File: config.mk
export PLATFORM = sky130hd
export DESIGN_NAME = pipe_hold_ctrl
export DESIGN_NICKNAME = d
export VERILOG_FILES = /design/src/rtl/core_defs.sv /design/src/rtl/hold_timer.sv /design/src/rtl/pipe_hold_ctrl.sv
export SDC_FILE = /design/constraint.sdc
export NUM_CORES = 1
export LEC_CHECK = 0
export ABC_AREA = 1
export BUFFER_PORTS_ARGS = -buffer_cell sky130_fd_sc_hd__buf_2
export CAP_MARGIN = 0
export CORE_ASPECT_RATIO = 0.75
export CORE_MARGIN = 8
export CORE_UTILIZATION = 40
export CTS_BUF_LIST = sky130_fd_sc_hd__clkbuf_8 sky130_fd_sc_hd__clkbuf_16
export CTS_CLUSTER_DIAMETER = 80
export DETAILED_ROUTE_END_ITERATION = 8
export PLACE_DENSITY = 0.8
export REMOVE_ABC_BUFFERS = 1
export SKIP_CTS_REPAIR_TIMING = 1
export SYNTH_ARGS = -nofsm -noshare
export SYNTH_HDL_FRONTEND = slang
export SYNTH_SLANG_ARGS = --single-unit
File: constraint.sdc
create_clock -name clk -period 1.77 [get_ports clk]
set_input_delay 0 -clock clk [delete_from_list [all_inputs] [get_ports clk]]
set_output_delay 0 -clock clk [all_outputs]
set_load 0.01 [all_outputs]
File: src/rtl/core_defs.sv
// Shared definitions for the RV32I pipeline control slice:
// FSM state encodings and common word constants.
package core_defs;

  typedef enum logic [1:0] {
    IDLE  = 2'd0,
    FLUSH = 2'd1
  } state_t;

  localparam logic [31:0] ZERO_WORD    = 32'h0000_0000;
  localparam logic [31:0] RESET_VECTOR = 32'h0000_0000;
  localparam int          FLUSH_CNT_W  = 4;

endpackage

File: src/rtl/hold_timer.sv
// Saturating bus-hold cycle counter with a single pulse
// on the cycle the count first reaches HOLD_TIMEOUT.
module hold_timer #(
  parameter int HOLD_TIMEOUT = 256,
  parameter int CNT_W        = 16
) (
  input  logic clk,
  input  logic rst,
  input  logic bus_hold,
  output logic timeout
);

  localparam logic [CNT_W-1:0] LIMIT    = CNT_W'(HOLD_TIMEOUT);
  localparam logic [CNT_W-1:0] PRE_LIM  = CNT_W'(HOLD_TIMEOUT - 1);
  localparam logic             ENABLED  = (HOLD_TIMEOUT != 0);

  logic [CNT_W-1:0] cnt;

  // Count consecutive hold cycles, saturating at the limit.
  always_ff @(posedge clk) begin
    if (rst) begin
      cnt <= {CNT_W{1'b0}};
    end else if (!bus_hold) begin
      cnt <= {CNT_W{1'b0}};
    end else if (ENABLED && (cnt != LIMIT)) begin
      cnt <= cnt + {{(CNT_W-1){1'b0}}, 1'b1};
    end else begin
      cnt <= cnt;
    end
  end

  // The pulse is the cycle whose edge moves the count onto the limit.
  always_comb begin
    timeout = 1'b0;
    if (ENABLED && !rst && bus_hold && (cnt == PRE_LIM)) begin
      timeout = 1'b1;
    end else begin
      timeout = 1'b0;
    end
  end

endmodule

File: src/rtl/pipe_hold_ctrl.sv
// Pipeline controller: arbitrates jump, stall and interrupt requests into a
// PC redirect plus IF/ID and ID/EX bubble controls, with a post-redirect flush window.
module pipe_hold_ctrl
  import core_defs::*;
#(
  parameter int AW           = 32,
  parameter int FLUSH_CYCLES = 1,
  parameter int HOLD_TIMEOUT = 256,
  parameter int CNT_W        = 16
) (
  input  logic          clk,
  input  logic          rst,
  input  logic          jump_req_i,
  input  logic [AW-1:0] jump_addr_i,
  input  logic          ex_hold_req_i,
  input  logic          bus_hold_req_i,
  input  logic          irq_req_i,
  input  logic [AW-1:0] irq_addr_i,
  output logic          pc_jump_o,
  output logic [AW-1:0] pc_jump_addr_o,
  output logic          pc_hold_o,
  output logic          if_id_bubble_o,
  output logic          id_ex_bubble_o,
  output logic          irq_ack_o,
  output logic          bus_timeout_o,
  output logic [1:0]    state_o
);

  localparam logic [FLUSH_CNT_W-1:0] FLUSH_LOAD  = FLUSH_CNT_W'(FLUSH_CYCLES);
  localparam state_t                 REDIR_STATE = (FLUSH_CYCLES > 0) ? FLUSH : IDLE;

  state_t                 state;
  state_t                 next_state;
  logic [FLUSH_CNT_W-1:0] flush_cnt;
  logic [FLUSH_CNT_W-1:0] next_flush_cnt;
  logic                   stall;
  logic                   timer_pulse;

  hold_timer #(
    .HOLD_TIMEOUT (HOLD_TIMEOUT),
    .CNT_W        (CNT_W)
  ) u_hold_timer (
    .clk      (clk),
    .rst      (rst),
    .bus_hold (bus_hold_req_i),
    .timeout  (timer_pulse)
  );

  assign stall         = ex_hold_req_i | bus_hold_req_i;
  assign bus_timeout_o = timer_pulse;
  assign state_o       = state;

  // FSM state and flush window counter.
  always_ff @(posedge clk) begin
    if (rst) begin
      state     <= IDLE;
      flush_cnt <= {FLUSH_CNT_W{1'b0}};
    end else begin
      state     <= next_state;
      flush_cnt <= next_flush_cnt;
    end
  end

  // Request arbitration (jump > stall > irq) and output decode.
  always_comb begin
    next_state     = state;
    next_flush_cnt = flush_cnt;
    pc_jump_o      = 1'b0;
    pc_jump_addr_o = AW'(ZERO_WORD);
    pc_hold_o      = 1'b0;
    if_id_bubble_o = 1'b0;
    id_ex_bubble_o = 1'b0;
    irq_ack_o      = 1'b0;

    if (rst) begin
      // Pipe registers are held at NOP while in reset.
      if_id_bubble_o = 1'b1;
      id_ex_bubble_o = 1'b1;
      next_state     = IDLE;
      next_flush_cnt = {FLUSH_CNT_W{1'b0}};
    end else if (jump_req_i) begin
      pc_jump_o      = 1'b1;
      pc_jump_addr_o = jump_addr_i;
      if_id_bubble_o = 1'b1;
      id_ex_bubble_o = 1'b1;
      next_state     = REDIR_STATE;
      next_flush_cnt = FLUSH_LOAD;
    end else if (stall) begin
      pc_hold_o      = 1'b1;
      if_id_bubble_o = 1'b1;
      id_ex_bubble_o = 1'b1;
    end else begin
      case (state)
        IDLE: begin
          if (irq_req_i) begin
            pc_jump_o      = 1'b1;
            pc_jump_addr_o = irq_addr_i;
            if_id_bubble_o = 1'b1;
            id_ex_bubble_o = 1'b1;
            irq_ack_o      = 1'b1;
            next_state     = REDIR_STATE;
            next_flush_cnt = FLUSH_LOAD;
          end else begin
            next_state = IDLE;
          end
        end
        FLUSH: begin
          if_id_bubble_o = 1'b1;
          if (flush_cnt <= {{(FLUSH_CNT_W-1){1'b0}}, 1'b1}) begin
            next_state     = IDLE;
            next_flush_cnt = {FLUSH_CNT_W{1'b0}};
          end else begin
            next_flush_cnt = flush_cnt - {{(FLUSH_CNT_W-1){1'b0}}, 1'b1};
          end
        end
        default: begin
          // Unreachable encodings recover to IDLE with the pipe flushed.
          if_id_bubble_o = 1'b1;
          id_ex_bubble_o = 1'b1;
          next_state     = IDLE;
          next_flush_cnt = {FLUSH_CNT_W{1'b0}};
        end
      endcase
    end
  end

endmodule

==> summary.txt <==
Floorplan
  – Die area: 6611 µm²
  – Cell Rows: 20
  – Die Width: 91.26 µm
  – Core area: 4054 µm²
  – Die Span Y: 72.45 µm
  – I/O Pins: 110
  – Starting Density: 41.91%

Place
  – Placed instance area: 2256 µm²
  – Post-Place Cells: 450
  – GPL Wtd Cong: 0.9207
  – Port bufs: 108
  – Final HPWL DP: 4.510 mm

Synthesis
  – Number of synthesis warnings: 0
  – Synth area leader: dfxtp_1
  – Syn Inst Count: 298
  – #FFs+latches synth: 21
  – Top-count cell post-synth: nand2_1
  – Post-synth ARST share: 0%
  – Synth area leaders: dfxtp_1 25%, nand2_1 23%, nand3_1 13%
  – Most used flip-flop cell after synthesis: dfxtp_1
  – Syn_area_per_cell: 5.702 µm²
  – EDFF count, synth: 0
  – Distinct cell type count after synthesis: 26
  – Sequential-to-total area share from yosys stat: 24.74%
  – Commonest cells in the netlist: 105 x nand2_1, 45 x nand3_1, 34 x nor2_1
  – Post-synth top area share: 24.74%
  – Post-synthesis cell area: 1699 µm²

GRT
  – Gr ovfl total: 0
  – Largest net degree at the start of global routing: 35
  – Vias in the first global route: 2,128
  – Initial antenna violation count: 0
  – First-pass GRT wire length: 9.225 mm
  – Gr usage total: 16.39%

Timing
  – Clock skew: 0.002181 ns
  – Fmax: 0.6260 GHz
  – Final setup vio count: 0
  – Final worst-path cycle share: 90.26%
  – Tmin final: 1.598 ns
  – RSZ-0062 raised after global routing: no
  – TNS Setup: 0 ns
  – Fin. Hold Viols: 0
  – Max-slew violation count: 0

Worst setup path
  – Worst setup path category: reg -> out
  – CP Max Fanout: 8
  – CP Capture Type: output pin
  – Worst endpoint required time: 1.77 ns
  – Worst Path Arrival: 1.60 ns
  – Critical path startpoint category: flip-flop

Drt
  – WL final: 5.536 mm
  – DRC viols: 0
  – Post-DR wirelength/cell: 12.17 µm
  – DR vias/cell: 4.758
  – DR iter-0 viols: 143
  – Routed vias: 2,165
  – Routed Antenna Nets: 0
  – DRT Pass-1 Iters: 4

Finish
  – Diode count: 0
  – Post-route insts no fill: 455
  – Synth-to-layout area growth: 36.16%
  – Cell area after layout: 2313 µm²
  – # nets final: 475
  – Share of cells above drive strength 1: 33.00%

Power and ir drop
  – PD cells: 461.0 nW/µm²
  – Share of total power in the clock network: 29.3%
  – Switching share of power: 29.17%
  – Int Power: 755.4 µW
  – Gate power share: 24.9%
  – Max VDD drop: 0.3049 mV
  – Sequential power share: 45.7%
  – P_leak: 0.001255 µW
  – Net switching power: 311.1 µW

Outcome
  – Outcome: completed

Clocking
  – CTS Buffer Depth: 2
  – CTS tree: built
  – Num CTS Buffers: 3
  – Clock insertion delay at the later pin of the skew report: 0.26 ns
  – CTS Root Cell: clkbuf_8
  – H-tree depth: 1
  – Clock sink count: 21
  – Worst-path clk slew: 0.08 ns

Job
  – Max-Cap Viols: 0

Min path
  – Worst Hold Class: in -> reg
## worst max-delay path, cell delays in order (launching register included)
cell and delay, ns:
dfxtp_1 0.38, ha_1 0.21, nand2_1 0.11, nor2_4 0.22
nand2_1 0.11, nor3_2 0.16, buf_2 0.15
## routing by layer
metal / vias up / part of all wire, % / wire (µm) / global-route usage [%]
met4: 0 / 0.67 / 37 / 2.893
met2: 70 / 49 / 2733 / 30.58
met5: - / 0 / 0 / 0
met3: 7 / 9.0 / 496 / 6.701
met1: 943 / 41 / 2269 / 17.07
li1: 1145 / - / - / -
## cell type report
class | instances | area, µm²
inverter | 29 | 111.4
fill | 412 | 1740
timing repair buffer | 111 | 565.5
clock buffer | 3 | 41.29
clock inverter | 1 | 3.754
tap | 55 | 68.82
sequential | 21 | 420.4
multi-input combinational | 235 | 1102
## flip-flops by register name, indices dropped and copies added, names as in the netlist
register / count
flush_cnt: 4
u_hold_timer.cnt: 16
state_o: 1
## cell families after synthesis
family                     count (synthesis)  synth area share, %
and+or+nand+nor                          204                53.46
buffers and inverters                     42                10.38
AOI/OAI and AO/OA                         25                7.732
DFF                                       21                24.74
adders and majority gates                  4                2.946
xor gates and xnor gates                   1               0.5156
other                                      1               0.2207
## final timing paths
path | startpoint | end | slack (ns) | cells after the start
max | u_hold_timer.cnt[1] | bus_timeout_o | 0.17 | 6
min | jump_req_i | flush_cnt[2] | 0.03 | 4
max reg2reg | flush_cnt[0] | flush_cnt[3] | 0.31 | 6
min reg2reg | flush_cnt[1] | flush_cnt[1] | 0.49 | 2
## through the flow
stage / util (%) / total power, µW / hold slack (ns) / worst slack (ns)
floorplan: - / 612.0 / 0.04753 / 0.4976
global placement: 55.65 / 759.2 / 0.2542 / 0.3949
detailed placement: 55.65 / 762.5 / 0.2544 / 0.3486
CTS: 56.76 / 1074 / -0.02512 / 0.06994
global route: 57.07 / 1139 / 0.03192 / 0.04536
finish: 57.07 / 1067 / 0.02529 / 0.1724
## cells in the final DEF, fill, tap and decap left out, drive strengths merged, types with 3 or more instances in the layout
master,Yosys,layout
inv,29,30
dfxtp,21,21
nand3,49,49
a21oi,15,15
nor2,40,40
o21ai,7,7
nand4,6,6
nand2,107,107
clkbuf,6,3
buf,7,110
ha,4,4
## power by group through the flow
stage | Combinational [µW] | Sequential, µW | Clock, µW
finish | 266 | 488 | 313
global route | 296 | 489 | 354
CTS | 265 | 487 | 321
detailed placement | 264 | 499 | 0
global placement | 261 | 498 | 0
floorplan | 114 | 498 | 0
Power figures use the tool's default switching activity.
